File: src/rtl/imowsum_accum_norm.sv
// Window accumulator and shared-divisor normaliser for the over-exposure
// correction weight stage. Taps stream into per-channel accumulators. At the
// last tap of a window the totals are parked in pending registers, and a
// restoring divider turns each channel sum into sum / weight_sum. It produces
// one quotient bit per clock for all channels at once.
`timescale 1ns/1ps

// Per-channel lane: accumulator, pending sum, restoring-divide datapath.
module imowsum_div_lane #(
  parameter int DW_IN  = 10,
  parameter int DW_DEC = 8,
  parameter int SW     = 19,
  parameter int WW     = 18,
  parameter int NW     = 28
) (
  input  logic              clk,
  input  logic              rst_n,
  input  logic              acc_en,
  input  logic              acc_last,
  input  logic [DW_IN-1:0]  ch,
  input  logic              load,
  input  logic [WW-1:0]     den,
  input  logic              step,
  input  logic [NW-1:0]     dsh,
  input  logic              fin,
  input  logic              zero,
  output logic [DW_IN-1:0]  pix
);
  logic [SW-1:0]    csum, pcsum, csum_nxt;
  logic [NW-1:0]    rem, num, den_sh;
  logic [DW_IN-2:0] q;
  logic             ovf, ge;

  assign csum_nxt = csum + SW'(ch);
  // Round to nearest: add half the divisor before the floor division.
  assign num      = NW'({pcsum, DW_DEC'(0)}) + NW'(den >> 1);
  assign den_sh   = NW'({den, DW_IN'(0)});
  assign ge       = (rem >= dsh);

  // Running channel sum; the window total moves to pcsum on the last tap.
  always_ff @(posedge clk or negedge rst_n) begin
    if (!rst_n) begin
      csum  <= '0;
      pcsum <= '0;
    end else if (acc_en) begin
      if (acc_last) begin
        pcsum <= csum_nxt;
        csum  <= '0;
      end else begin
        csum  <= csum_nxt;
      end
    end
  end

  // Restoring divide: load the numerator, then one compare/subtract per step.
  always_ff @(posedge clk or negedge rst_n) begin
    if (!rst_n) begin
      rem <= '0;
      ovf <= 1'b0;
      q   <= '0;
    end else if (load) begin
      rem <= num;
      ovf <= (num >= den_sh);
      q   <= '0;
    end else if (step) begin
      if (ge) rem <= rem - dsh;
      q <= {q[DW_IN-3:0], ge};
    end
  end

  // Result register: updated only on the finishing edge, so it holds through HOLD.
  always_ff @(posedge clk or negedge rst_n) begin
    if (!rst_n)    pix <= '0;
    else if (fin)  pix <= zero ? '0 : (ovf ? '1 : {q, ge});
  end
endmodule

module imowsum_accum_norm #(
  parameter int DW_IN    = 10,
  parameter int DW_DEC   = 8,
  parameter int MAX_TAPS = 325
) (
  input  logic                clk,
  input  logic                rst_n,
  input  logic                part_vld,
  input  logic                part_last,
  input  logic [DW_DEC:0]     wtmp,
  input  logic [4*DW_IN-1:0]  imosum_part,
  output logic                in_rdy,
  output logic [4*DW_IN-1:0]  pix_out,
  output logic                out_vld,
  input  logic                out_rdy,
  output logic                div0,
  output logic                tap_err
);
  localparam int NCH  = 4;
  localparam int CW   = $clog2(MAX_TAPS+1);
  localparam int WW   = DW_DEC + 1 + CW;
  localparam int SW   = DW_IN + CW;
  localparam int NW   = (SW + DW_DEC + 1 > WW + DW_IN) ? SW + DW_DEC + 1 : WW + DW_IN;
  localparam int CNTW = $clog2(DW_IN+1);

  typedef enum logic [1:0] {IDLE, DIV, HOLD} state_t;

  state_t                     state;
  logic [WW-1:0]              wsum, pwsum, wsum_nxt;
  logic [CW-1:0]              tap_cnt, tap_nxt;
  logic                       pend_vld, pterr, terr_nxt, acc, load, fin, step;
  logic [NW-1:0]              dsh;
  logic [CNTW-1:0]            cnt;
  logic                       zdiv, op_terr;
  logic [NCH-1:0][DW_IN-1:0]  part_ch, pix_q;

  assign part_ch  = imosum_part;
  assign pix_out  = pix_q;
  assign in_rdy   = !pend_vld;
  assign acc      = part_vld && !pend_vld;
  assign wsum_nxt = wsum + WW'(wtmp);
  assign tap_nxt  = (tap_cnt == '1) ? tap_cnt : tap_cnt + CW'(1);
  assign terr_nxt = (tap_nxt == '0) || (tap_nxt > CW'(MAX_TAPS));
  assign load     = (state == IDLE) && pend_vld;
  // A zero divisor ends DIV on its first edge with a forced zero result.
  assign fin      = (state == DIV) && (zdiv || cnt == CNTW'(DW_IN));
  assign step     = (state == DIV) && !zdiv;

  // Weight sum and tap count; window totals park in pending regs on the last tap.
  always_ff @(posedge clk or negedge rst_n) begin
    if (!rst_n) begin
      wsum    <= '0;
      pwsum   <= '0;
      tap_cnt <= '0;
      pterr   <= 1'b0;
    end else if (acc) begin
      if (part_last) begin
        pwsum   <= wsum_nxt;
        pterr   <= terr_nxt;
        wsum    <= '0;
        tap_cnt <= '0;
      end else begin
        wsum    <= wsum_nxt;
        tap_cnt <= tap_nxt;
      end
    end
  end

  // Pending flag: a new window landing beats the divider's consume.
  always_ff @(posedge clk or negedge rst_n) begin
    if (!rst_n)                 pend_vld <= 1'b0;
    else if (acc && part_last)  pend_vld <= 1'b1;
    else if (load)              pend_vld <= 1'b0;
  end

  // Divider control: IDLE -> DIV (DW_IN+1 steps) -> HOLD until handshake.
  always_ff @(posedge clk or negedge rst_n) begin
    if (!rst_n) begin
      state   <= IDLE;
      dsh     <= '0;
      cnt     <= '0;
      zdiv    <= 1'b0;
      op_terr <= 1'b0;
      out_vld <= 1'b0;
      div0    <= 1'b0;
      tap_err <= 1'b0;
    end else begin
      case (state)
        IDLE: if (pend_vld) begin
          dsh     <= NW'({pwsum, DW_IN'(0)});
          zdiv    <= (pwsum == '0);
          op_terr <= pterr;
          cnt     <= '0;
          state   <= DIV;
        end
        DIV: if (fin) begin
          state   <= HOLD;
          out_vld <= 1'b1;
          div0    <= zdiv;
          tap_err <= op_terr;
        end else begin
          dsh <= dsh >> 1;
          cnt <= cnt + CNTW'(1);
        end
        HOLD: if (out_rdy) begin
          out_vld <= 1'b0;
          state   <= IDLE;
        end
        default: state <= IDLE;
      endcase
    end
  end

  for (genvar k = 0; k < NCH; k++) begin : g_lane
    imowsum_div_lane #(
      .DW_IN(DW_IN), .DW_DEC(DW_DEC), .SW(SW), .WW(WW), .NW(NW)
    ) u_lane (
      .clk      (clk),
      .rst_n    (rst_n),
      .acc_en   (acc),
      .acc_last (part_last),
      .ch       (part_ch[k]),
      .load     (load),
      .den      (pwsum),
      .step     (step),
      .dsh      (dsh),
      .fin      (fin),
      .zero     (zdiv),
      .pix      (pix_q[k])
    );
  end
endmodule

File: config.mk
export PLATFORM = sky130hd
export DESIGN_NAME = imowsum_accum_norm
export DESIGN_NICKNAME = d
export VERILOG_FILES = /design/src/rtl/imowsum_accum_norm.sv
export SDC_FILE = /design/constraint.sdc
export NUM_CORES = 1
export LEC_CHECK = 0
export ABC_CLOCK_PERIOD_IN_PS = 6400
export CAP_MARGIN = 5
export CORE_UTILIZATION = 35
export CTS_CLUSTER_DIAMETER = 60
export DETAILED_ROUTE_END_ITERATION = 6
export PLACE_DENSITY = 0.53
export SYNTH_ARGS = -nofsm -noshare
export SYNTH_HDL_FRONTEND = slang
export SYNTH_SLANG_ARGS = --single-unit
File: constraint.sdc
create_clock -name clk -period 6.4 [get_ports clk]
set_input_delay 0.64 -clock clk [delete_from_list [all_inputs] [get_ports clk]]
set_output_delay 0.64 -clock clk [all_outputs]
set_load 0.05 [all_outputs]
* After elaboration in Yosys (flattened, before gate mapping)
Index checks and enable logic that the tools add are counted.
Storage, ports and cells: register bits after elaboration 430, logic and storage cells 149, output and inout bits 44, input port bits 54
Operators by class: magnitude comparators 9, reductions and logical operators 30, multiplexer cells 50, equality and inequality tests 8, $add $sub $neg 15
Operator list (number):
- $mux W28 | 14
- $ge A28 B28 Y1 | 8
- $add A27 B17 Y28 | 4
- $sub A28 B28 Y28 | 4
- $mux W9 | 10
- $mux W10 | 8
- $add A19 B10 Y19 | 4
- $mux W19 | 4
- $pmux W28 S2 | 1
- $add A18 B9 Y18 | 1
- $logic_not A18 Y1 | 1
- $mux W18 | 1
- $reduce_bool A2 Y1 | 8
- $reduce_and A2 Y1 | 7
- $add A9 B1 Y9 const B | 1
- $eq A9 B9 Y1 const B | 1
- $gt A9 B9 Y1 const B | 1
- $logic_not A9 Y1 | 1
- $reduce_and A3 Y1 | 3
- $mux W4 | 2
- $ne A2 B2 Y1 const B | 4
- $pmux W4 S2 | 1
- $mux W2 | 3
- $pmux W2 S3 | 1
- 10 further kinds | 19

* Depth between registers and ports, before layout
Gate-level depths: netlist (run 1).
depth after elaboration 5, gate-level depth with buffers 19, depth with buffers taken out 19

* Modules after synthesis
Synthesis (run 1) repeated with hierarchy kept, for this count alone.
Second synthesis, totals: cell total of the unflattened synthesis 3674, area, all modules 31958.2 sq um
By module, submodules not included:
- imowsum_div_lane (g_lane[1].u_lane) | cells each 816, times used 1, area an instance 7006.7 sq um, seq. area each 2152.1 sq um
- imowsum_div_lane (g_lane[0].u_lane) | cells each 825, times used 1, area an instance 6966.7 sq um, seq. area each 2152.1 sq um
- imowsum_div_lane (g_lane[2].u_lane) | cells each 780, times used 1, area an instance 6855.3 sq um, seq. area each 2152.1 sq um
- imowsum_div_lane (g_lane[3].u_lane) | cells each 775, times used 1, area an instance 6737.7 sq um, seq. area each 2152.1 sq um
- imowsum_accum_norm | cells each 478, times used 1, area an instance 4391.7 sq um, seq. area each 2152.1 sq um

* Worst setup path after synthesis (run 1)
No wires, ideal clock.
path type reg-to-reg, start register pwsum[10], end register g_lane[2].u_lane.ovf, cell stages (with the launch flop) 17, required time 6266 ps, library setup time 134 ps, arrival time 3639 ps, setup slack 2627 ps, path buffers 0, period minus slack after synthesis 3773 ps, path through dfrtp_1 > inv_1 > fa_1 > nor2b_1 > o21ai_0 > a21boi_0 > or4_1 > a31o_2 > nand2_1 > xnor2_1 > ha_1 > a21o_1 > a211o_1 > a211oi_1 > nor4_1 > a2111oi_0 > a21oi_1
On the way: longest elaborated chain between the ends 2
RTL lines:
- from (decl) | line 106 | logic [WW-1:0] wsum, pwsum, wsum_nxt;
- from (signal assigned) | line 135 | pwsum <= wsum_nxt;
- $add A27 B17 Y28 | line 36 | assign num = NW'({pcsum, DW_DEC'(0)}) + NW'(den >> 1);
- $ge A28 B28 Y1 (*) | line 63 | ovf <= (num >= den_sh);
- to (signal assigned) | line 63
- to (decl) | line 32 | logic ovf, ge;
Every way passes the cells marked *; elsewhere a longest branch is shown, timed or not. A chain may end at the register's enable or synchronous reset.

* Final worst setup path (run 1)
start register pwsum[10], end register g_lane[3].u_lane.ovf
On the way: longest elaborated chain between the ends 2
RTL lines (line):
- $add A27 B17 Y28 | 36
- $ge A28 B28 Y1 (*) | 63
- to (signal assigned) | 63
- to (decl) | 32
Marked as above.

==> metrics.md, run 1 <==
| Metric | Value |
|---|---|
| CTS Buffer Depth | `3` |
| Clock Pin Slew Worst Setup and Hold Paths | `0.06 ns` |
| Synthesis-stage register bit count | `430` |
| Clock skew | `0.0413 ns` |
| First-pass GRT wire length | `144000 um` |
| Fin crit share | `74.6%` |
| GR Util All Layers | `a little over a fifth` |
| Synth cell types | `78` |
| Setup crit end kind | `flip-flop` |
| Mux cell area share after synthesis | `0.508%` |
| Power Density | `638 nW/um^2` |
| Share of layout cells above drive strength 1 | `5.48%` |
| Area leader, netlist | `dfrtp_1` |
| Synthesized area per cell | `8.68 um^2` |
| CP Class | `flip-flop to flip-flop` |
| CTS tree | `yes` |
| # H-tree levels | `2` |
| WP data required | `between 6 and 7 ns` |
| Tot Pwr | `21.4 mW` |
| First drt pass iteration count | `5` |
| # rows | `105` |
| Final hold vios | `0` |
| Diode count | `0` |
| Grt total ovfl | `0` |
| Setup TNS | `0 ns` |
| Ys async rst share | `100%` |
| Max Cap Violations | `0` |
| Top Ports | `98` |
| Filler cells | `8334` |
| Final #Nets | `3776` |
| Starting Density | `35.6%` |
| Vias | `24906` |
| Synth Area in Compound Gates | `between 20% and 30%` |
| Area of the multi-input gates | `17600 um^2` |
| Slew @ Worst Pin | `1.07 ns` |
| Post-DP HPWL | `66500 um` |
| WL per Instance | `20.1 um` |
| Drt total wl | `91400 um` |
| Mapped Area | `roughly 29000 um^2` |
| Final setup fails | `0` |
| RSZ-0062 raised after global routing | `no` |
| Synth top area cells | `dfrtp_1, ha_1, o21ai_0` |
| Leakage | `15.1 nW` |
| Post-Synth Simple-Gate Area | `16.2%` |
| Die X | `291 um` |
| DR DRC count | `0` |
| # resized after CTS | `0` |
| Synth Area in XOR/XNOR | `7.02%` |
| CP max FO | `9` |
| Clock latency on the worst-skew pair | `between 0.6 and 0.7 ns` |
| First-iteration detailed-routing DRC count | `between 2000 and 2500` |
| Largest family of logic cells by synthesized area | `compound AO/OA/AOI/OAI gates` |
| Clock Tree Root | `clkbuf_16` |
| Core Area | `82500 um^2` |
| Top-count cell post-synth | `nand2_1` |
| Synth Area in Adders | `about an eighth` |
| Tightest Hold Check Type | `flip-flop to flip-flop` |
| Slew HR | `approximately 29%` |
| P&R area growth vs syn | `14.3%` |
| Synth Instances | `3379` |
| GPL Wtd Cong | `0.912` |
| Nature of the critical path startpoint | `flip-flop` |
| Outcome | `finished, final reports clean` |
| Max Clk Rate | `0.210 GHz` |
| Fin. max-slew vios | `0` |
| Die ar. | `85000 um^2` |
| Chip height | `291 um` |
| Antenna violations before repair | `0` |
| Register area | `10800 um^2` |
| Worst IR Drop VDD | `274 uV` |
| Maximum number of pins on one net before global-route repair | `144` |
| Vias per inst | `5.47` |
| Vias in the first global route | `24101` |
| Sequential element share of the synthesized area | `36.7%` |
| EDFF count, synth | `0` |
| Main synth FF type | `dfrtp_1` |
| Yosys Warn Count | `0` |
| Fin crit period | `between 4 and 5 ns` |
| Critical path data arrival time | `5.28 ns` |
| Syn nets | `3718` |
| CTS Sinks | `430` |
| Post-DRT Antenna Nets | `0` |
| Commonest cells post-synth | `nand2_1, dfrtp_1, o21ai_0` |
| Synth top area share | `36.7%` |
| Buffers on Ports | `97` |
| Num CTS Buffers | `59` |
[power breakdown]
part	switching [mW]	internal, mW
Clock	1.37	2.11
Sequential	0.836	3.83
Combinational	8.15	5.08
[state kept, by name (all words and copies together), names as in the netlist, 9 cells and up]
signal               flops
dsh                     28
g_lane.u_lane.csum      76
g_lane.u_lane.pcsum     76
g_lane.u_lane.pix       40
g_lane.u_lane.q         36
g_lane.u_lane.rem      112
pwsum                   18
tap_cnt                  9
wsum                    18
[worst max-delay path, cell delays in order, from the launching register on]
cell       delay [ns]
dfrtp_1          0.47
inv_1            0.65
fa_1             0.34
nor2b_1          0.05
o21ai_0          0.21
a21boi_0         0.19
o211a_1          0.30
o31ai_1          0.65
nor2_1           0.13
xor2_1           0.24
ha_1             0.29
a21oi_1          0.14
nor2b_1          0.06
o21ai_0          0.15
nand2b_1         0.08
a21oi_1          0.14
nor2_1           0.06
a2111oi_0        0.39
a21oi_1          0.12
[placed cells by master (no fill, tap or decap), types with 36 or more instances in the layout]
cell type and n:
dfrtp_1 430, nand2_1 474, xnor2_1 162, clkdlybuf4s50_1 95, a211oi_1 39, and3_1 52, a21o_1 82, inv_1 129
nor2b_1 36, nand3_1 78, xor2_1 73, a21oi_1 217, nand4_1 36, o21ai_0 396, a22o_1 44, nor2_1 230
ha_1 272, clkbuf_16 60
[final cells by class]
cell class	count	share of cell area, %
multi-input combinational	2686	52.5
sequential	430	32.1
clock buffer	79	5.05
tap	1070	4.00
timing repair buffer	130	3.72
inverter	130	1.46
clock inverter	31	1.16
[worst paths after layout]
path	from	end	slack [ns]	cells after the start
min in group asynchronous	rst_n	g_lane[0].u_lane.rem[7]	0.55	2
setup reg to reg	pwsum[10]	g_lane[3].u_lane.ovf	1.63	18
hold reg to reg	op_terr	op_terr	0.47	2
setup / recovery	pwsum[10]	g_lane[3].u_lane.ovf	1.63	18
hold / removal	op_terr	op_terr	0.47	2
max in group asynchronous	rst_n	g_lane[1].u_lane.pcsum[16]	4.56	3
[stage by stage]
step | hold WS [ns] | instance area (um^2) | util [%] | setup slack, ns | cells
6_report | 0.475 | 33500 | 40.6 | 1.63 | 4556
5_1_grt | 0.503 | 33500 | 40.6 | 1.22 | 4556
3_5_place_dp | 0.468 | 31400 | 38.1 | 1.71 | 4445
4_1_cts | 0.483 | 33500 | 40.6 | 1.68 | 4556
2_1_floorplan | 0.344 | 29300 | - | 2.63 | 3379
3_3_place_gp | 0.463 | 31400 | 38.1 | 1.65 | 4445
[layer usage]
metal	GRT usage (%)	routed length, um
met1	31.7	45200
met2	33.4	40000
met3	2.58	4340
met4	4.94	1880
met5	0	0
[what timing repair did]
item / CTS / global route
buffers inserted: 0 / 0
hold endpoints to repair: 47 / 0
hold buffers: 1 / 0
endpoints found under the setup margin: 0 / 0
[logic make-up (layout without fill, tap and decap cells)]
kind of cell | after synthesis | count (layout)
adder cells (fa/ha/maj) | 285 | 285
XOR/XNOR | 235 | 235
flip-flops | 430 | 430
AND/OR/NAND/NOR | 1059 | 1059
AO/OA/AOI/OAI | 1093 | 1093
buffers and inverters | 263 | 370
multiplexers | 14 | 14
Power figures use the tool's default switching activity.
==> run 2: changes to the inputs <==
--- a/config.mk
+++ b/config.mk
@@ -5,7 +5,7 @@
 export SDC_FILE = /design/constraint.sdc
 export NUM_CORES = 1
 export LEC_CHECK = 0
-export ABC_CLOCK_PERIOD_IN_PS = 6400
+export ABC_CLOCK_PERIOD_IN_PS = 4600
 export CAP_MARGIN = 5
 export CORE_UTILIZATION = 35
 export CTS_CLUSTER_DIAMETER = 60
==> constraint.sdc (replaced) <==
create_clock -name clk -period 4.6 [get_ports clk]
set_input_delay 0.46 -clock clk [delete_from_list [all_inputs] [get_ports clk]]
set_output_delay 0.46 -clock clk [all_outputs]
set_load 0.05 [all_outputs]
==> metrics.md, run 2 (synthesized netlist as in run 1, its figures left out) <==
| Metric | Value |
|---|---|
| Clock Pin Slew Worst Setup and Hold Paths | `0.06 ns (about the same)` |
| Setup TNS | `0 ns (unchanged)` |
| WL met1 | `45200 um (about the same)` |
| Die X | `291 um (unchanged)` |
| Chip height | `291 um (unchanged)` |
| Fin. max-slew vios | `0 (unchanged)` |
| # rows | `105 (unchanged)` |
| Slew HR | `22.6% (-6.0 points)` |
| Antenna violations before repair | `0 (unchanged)` |
| WL met3 | `4030 um (-7.2%)` |
| CTS Sinks | `430 (unchanged)` |
| Final #Nets | `3802 (+0.69%)` |
| Crit-path max cell delay | `0.47 ns (-0.18 ns)` |
| Maximum number of pins on one net before global-route repair | `113 (-22%)` |
| Diode count | `0 (unchanged)` |
| GR Util All Layers | `21.7% (+0.18 points)` |
| Starting Density | `35.6% (unchanged)` |
| Buffers on Ports | `97 (unchanged)` |
| Fin crit share | `90.5% (+16 points)` |
| Fin crit period | `4.16 ns (-0.609 ns)` |
| RSZ-0062 raised after global routing | `no` |
| CP Launch Point | `pwsum[10]` |
| Crit-path slowest cell | `dfrtp_1` |
| First-iteration detailed-routing DRC count | `1812 (-9.7%)` |
| CTS tree | `yes` |
| Share of layout cells above drive strength 1 | `6.13% (+0.65 points)` |
| Top Ports | `98 (unchanged)` |
| Post-layout util | `40.8% (+0.22 points)` |
| Worst IR Drop VDD | `387 uV (+41%)` |
| Core Area | `82500 um^2 (unchanged)` |
| DR DRC count | `0 (unchanged)` |
| Commonest non-fill, non-tap cell in the layout | `nand2_1` |
| Top layer in use | `met4` |
| Grt total ovfl | `0 (unchanged)` |
| CP most frequent cell | `a21o_1` |
| Post-DRT Antenna Nets | `0 (unchanged)` |
| Tightest Hold Check Type | `primary input to flip-flop` |
| Die ar. | `85000 um^2 (unchanged)` |
| DP Cell Count | `4471 (+0.58%)` |
| Setup crit end kind | `flip-flop` |
| Vias in the first global route | `24326 (+0.93%)` |
| Final hold vios | `0 (unchanged)` |
| First-pass GRT wire length | `145000 um (+1.0%)` |
| Clock Tree Root | `clkbuf_16` |
| Most frequent cells in the layout | `nand2_1, dfrtp_1, o21ai_0, ha_1, nor2_1` |
| Tot Pwr | `30.0 mW (+40%)` |
| Final Non-Filler Cells | `4580 (+0.53%)` |
| Num CTS Buffers | `59 (unchanged)` |
| CP max FO | `7 (-2)` |
| P&R area growth vs syn | `14.9%` |
| Post-DP HPWL | `67900 um (+2.1%)` |
| Filler cells | `8303 (-0.37%)` |
| RR Startpoint | `pwsum[10]` |
| Vias per inst | `5.45 (-0.39%)` |
| Clock latency on the worst-skew pair | `0.65 ns (about the same)` |
| First drt pass iteration count | `5 (unchanged)` |
| CTS Buffer Depth | `3 (unchanged)` |
| Final setup fails | `0 (unchanged)` |
| Critical path data arrival time | `4.68 ns (-0.60 ns)` |
| Power Density | `889 nW/um^2 (+39%)` |
| CP Class | `flip-flop to flip-flop` |
| Outcome | `finished, final reports clean` |
| Pre-CTS setup slack | `0.421 ns (-1.29 ns)` |
| Flip-flop count of the largest register after layout | `112 (unchanged)` |
| Critical-path cell list | `ha_1, a211oi_1, o21ai_1, or2_1, a2111oi_2, nor2_1, a21o_1, xor2_1, ha_1, a21o_1, a21o_1, a211oi_1, nor4_1, a2111oi_0, a21oi_1` |
| Max Clk Rate | `0.240 GHz (+15%)` |
| WL per Instance | `20.2 um (+0.54%)` |
| # H-tree levels | `2 (unchanged)` |
| Setup repair bufs after CTS | `0 (unchanged)` |
| Max Cap Violations | `0 (unchanged)` |
| GPL Wtd Cong | `0.921 (+1.0%)` |
| Clock skew | `0.0309 ns (-0.0104 ns)` |
| Biggest register | `g_lane.u_lane.rem` |
| Nature of the critical path startpoint | `flip-flop` |
| WP data required | `5.12 ns (-1.79 ns)` |
| Top Registers | `g_lane.u_lane.rem: 112 flops, g_lane.u_lane.csum: 76 flops, g_lane.u_lane.pcsum: 76 flops` |
| Leakage | `15.2 nW (+0.79%)` |
| Drt total wl | `92400 um (+1.1%)` |
| DR WL met2 | `41300 um (+3.4%)` |
| Min-delay src | `part_last` |
| Final WS setup | `0.436 ns (-1.19 ns)` |
| Vias | `24940 (+0.14%)` |
| Slew @ Worst Pin | `1.16 ns (+0.0862 ns)` |
run 2: cell count changes in the layout (fill, tap and decap cells not counted), moves of 2 or more:
cell / delta
bufinv_16: -2
buf_12: +3
clkinv_4: -2
buf_4: +23
clkinvlp_4: -2
inv_6: +2
run 2: layout make-up:
class,instances,area (um^2),share of cell area [%]
well taps,1070,1340,3.97
clock buffers,79,1680,4.99
clock inverters,29,354,1.05
repair buffers,156,1480,4.39
inverters,130,488,1.45
flip-flops and latches,430,10800,31.9
multi-input cells,2686,17600,52.2
run 2: what timing repair did:
action / CTS / global route
setup endpoints to repair: 0 / 1
resized for setup: 0 / 1
hold buffers: 1 / 0
endpoints found under the hold margin: 96 / 0
run 2: metrics by stage:
step / hold slack, ns / cell area [um^2]
after floorplan: 0.164 / 29300
after global placement: 0.460 / 31700
after detailed placement: 0.467 / 31700
after CTS: 0.291 / 33700
after global routing: 0.340 / 33700
final: 0.312 / 33700
run 2: worst max-delay path, delay by kind of cell, from the launching register on:
kind / cells / cell delay [ns]
adders and majority gates: 2 / 0.66
xor gates and xnor gates: 1 / 0.29
and+or+nand+nor: 3 / 0.42
AOI/OAI and AO/OA: 9 / 2.21
DFF: 1 / 0.47
run 2: path summary, 6_finish.rpt:
check | depth (start not counted) | to | slack (ns)
min in group asynchronous | 2 | g_lane[0].u_lane.rem[16] | 0.49
min reg2reg | 2 | g_lane[0].u_lane.rem[20] | 0.47
max | 15 | g_lane[2].u_lane.ovf | 0.44
min | 4 | tap_cnt[4] | 0.31
max in group asynchronous | 3 | tap_cnt[0] | 3.05
max reg2reg | 15 | g_lane[2].u_lane.ovf | 0.44
run 2: power by group:
group	switching [mW]	internal, mW	total (mW)	leakage [nW]
logic	11.5	7.27	18.7	8.68
registers	1.17	5.33	6.50	5.51
clock network	1.91	2.82	4.72	0.999
total	14.5	15.4	30.0	15.2
run 2: metal layers:
| metal | up-vias | track usage (%) |
|---|---|---|
| met2 | 526 | 34.8 |
| met1 | 11967 | 31.3 |
| met4 | 0 | 4.74 |
| li1 | 12344 | - |
| met3 | 103 | 2.31 |
| met5 | - | 0 |
==> run 3: changes to the inputs <==
--- a/config.mk
+++ b/config.mk
@@ -6,7 +6,7 @@
 export NUM_CORES = 1
 export LEC_CHECK = 0
 export ABC_CLOCK_PERIOD_IN_PS = 4600
-export CAP_MARGIN = 5
+export CAP_MARGIN = 20
 export CORE_UTILIZATION = 35
 export CTS_CLUSTER_DIAMETER = 60
 export DETAILED_ROUTE_END_ITERATION = 6
==> metrics.md, run 3 (synthesized netlist as in run 1, its figures left out) <==
| Metric | Value |
|---|---|
| RR Startpoint | `pwsum[10]` |
| # rows | `105 (unchanged)` |
| Final Cell Area | `33700 um^2 (about the same)` |
| First-pass GRT wire length | `145000 um (unchanged)` |
| Drt total wl | `92500 um (+0.11%)` |
| Worst hold endpoint | `tap_cnt[4]` |
| Antenna violations before repair | `0 (unchanged)` |
| Max Cap Violations | `0 (unchanged)` |
| Setup slack, reg-to-reg | `0.41 ns (-0.03 ns)` |
| P&R area growth vs syn | `14.9% (about the same)` |
| Final setup fails | `0 (unchanged)` |
| Max Clk Rate | `0.239 GHz (-0.66%)` |
| Clock Pin Slew Worst Setup and Hold Paths | `0.06 ns (about the same)` |
| First-iteration detailed-routing DRC count | `1731 (-4.5%)` |
| Fin crit share | `91.1% (+0.60 points)` |
| Commonest non-fill, non-tap cell in the layout | `nand2_1` |
| Slew HR | `33.5% (+11 points)` |
| Buffers on Ports | `97 (unchanged)` |
| R2R depth | `20 (+5)` |
| Fin crit period | `4.19 ns (+0.0276 ns)` |
| Nature of the critical path startpoint | `flip-flop` |
| Worst IR Drop VDD | `387 uV (+0.10%)` |
| Fin. max-slew vios | `0 (unchanged)` |
| Die ar. | `85000 um^2 (unchanged)` |
| WL per Instance | `20.2 um (about the same)` |
| Die X | `291 um (unchanged)` |
| Post-DP Area | `31700 um^2 (unchanged)` |
| Grt total ovfl | `0 (unchanged)` |
| Worst Hold Path Cells | `4 (unchanged)` |
| CTS tree | `yes` |
| Starting Density | `35.6% (unchanged)` |
| Final #Nets | `3803 (+0.026%)` |
| Post-DRT Antenna Nets | `0 (unchanged)` |
| Vias | `24949 (+0.036%)` |
| Num CTS Buffers | `59 (unchanged)` |
| # H-tree levels | `2 (unchanged)` |
| Vias per inst | `5.45 (about the same)` |
| WP data required | `5.11 ns (about the same)` |
| CTS Sinks | `430 (unchanged)` |
| Share of layout cells above drive strength 1 | `6.15% (+0.027 points)` |
| Most frequent cells in the layout | `nand2_1, dfrtp_1, o21ai_0, ha_1, nor2_1` |
| Maximum number of pins on one net before global-route repair | `113 (unchanged)` |
| Chip height | `291 um (unchanged)` |
| Diode count | `0 (unchanged)` |
| GPL Wtd Cong | `0.921 (unchanged)` |
| First drt pass iteration count | `5 (unchanged)` |
| Reg-to-reg endpoint | `g_lane[3].u_lane.ovf` |
| Hold Slack | `0.319 ns (+0.00632 ns)` |
| Post-DP HPWL | `67900 um (unchanged)` |
| RSZ-0062 raised after global routing | `no` |
| CTS Buffer Depth | `3 (unchanged)` |
| Flip-flop count of the largest register after layout | `112 (unchanged)` |
| Clock skew | `0.0294 ns (-0.00148 ns)` |
| Clock latency on the worst-skew pair | `0.65 ns (about the same)` |
| Setup TNS | `0 ns (unchanged)` |
| CP max FO | `7 (unchanged)` |
| Core Area | `82500 um^2 (unchanged)` |
| Slew @ Worst Pin | `0.997 ns (-0.160 ns)` |
| Final hold vios | `0 (unchanged)` |
| GR Util All Layers | `21.7% (unchanged)` |
| Leakage | `15.2 nW (about the same)` |
| Min-delay src | `part_last` |
| Outcome | `finished, final reports clean` |
| DR DRC count | `0 (unchanged)` |
| Top Registers | `g_lane.u_lane.rem: 112 flops, g_lane.u_lane.csum: 76 flops, g_lane.u_lane.pcsum: 76 flops` |
| Setup crit end kind | `flip-flop` |
| Top Ports | `98 (unchanged)` |
| Critical path data arrival time | `4.71 ns (+0.03 ns)` |
| Vias in the first global route | `24326 (unchanged)` |
| Clock Tree Root | `clkbuf_16` |
| Tightest Hold Check Type | `primary input to flip-flop` |
| Tot Pwr | `30.0 mW (about the same)` |
| Power Density | `889 nW/um^2 (about the same)` |
| Biggest register | `g_lane.u_lane.rem` |
| CP Class | `flip-flop to flip-flop` |
-- run 3: repair_timing --
action,in CTS,in global routing
hold endpoints to repair,96,0
setup endpoints to repair,0,1
setup buffers,0,0
hold buffers,1,0
gates resized for setup,0,1
-- run 3: through the flow --
stage,instances,setup slack (ns),utilization [%]
2_1_floorplan,3379,0.827,-
3_3_place_gp,4471,0.425,38.4
3_5_place_dp,4471,0.421,38.4
4_1_cts,4580,0.389,40.8
5_1_grt,4581,0.0516,40.9
6_report,4581,0.408,40.9
-- run 3: layer usage --
metal / part of all wire, % / wire [um] / vias up / GRT usage (%)
met3: 4.4 / 4040 / 110 / 2.31
li1: - / - / 12351 / -
met5: 0 / 0 / - / 0
met2: 45 / 41400 / 535 / 34.8
met4: 2.0 / 1860 / 0 / 4.74
met1: 49 / 45200 / 11953 / 31.3
-- run 3: final cells by class --
class                      instances  area (um^2)
fill                            8302        48800
sequential                       430        10800
clock buffer                      79         1680
clock inverter                    29          354
timing repair buffer             157         1490
multi-input combinational       2686        17600
inverter                         130          488
tap                             1070         1340
-- run 3: where the power goes --
part	total, mW	leakage [nW]	internal [mW]	switching (mW)
clock network	4.72	0.999	2.82	1.90
registers	6.50	5.51	5.33	1.17
logic	18.7	8.68	7.28	11.5
-- run 3: worst max path at each step --
stage / startpoint / endpoint / slack [ns] / cells past startpoint
3_5_place_dp: pwsum[10] / g_lane[3].u_lane.ovf / 0.42 / 20
5_1_grt: pwsum[10] / g_lane[3].u_lane.ovf / 0.05 / 20
2_1_floorplan: pwsum[10] / g_lane[2].u_lane.ovf / 0.83 / 16
6_report: pwsum[10] / g_lane[3].u_lane.ovf / 0.41 / 20
3_3_place_gp: pwsum[10] / g_lane[3].u_lane.ovf / 0.43 / 20
4_1_cts: pwsum[10] / g_lane[3].u_lane.ovf / 0.39 / 20
-- run 3: worst max-delay path: stages (launching register included) --
cell and delay, ns:
dfrtp_1 0.48, inv_1 0.14, buf_4 0.21, fa_1 0.46
nor2b_1 0.11, o21ai_0 0.11, a21boi_1 0.26, o211a_1 0.25
o31ai_1 0.08, buf_4 0.16, nor2_1 0.12, xor2_1 0.23
ha_1 0.30, a21oi_1 0.14, nor2b_1 0.06, o21ai_0 0.18
nand2b_1 0.08, a21oi_1 0.15, nor2_1 0.06, a2111oi_0 0.36
a21oi_1 0.12
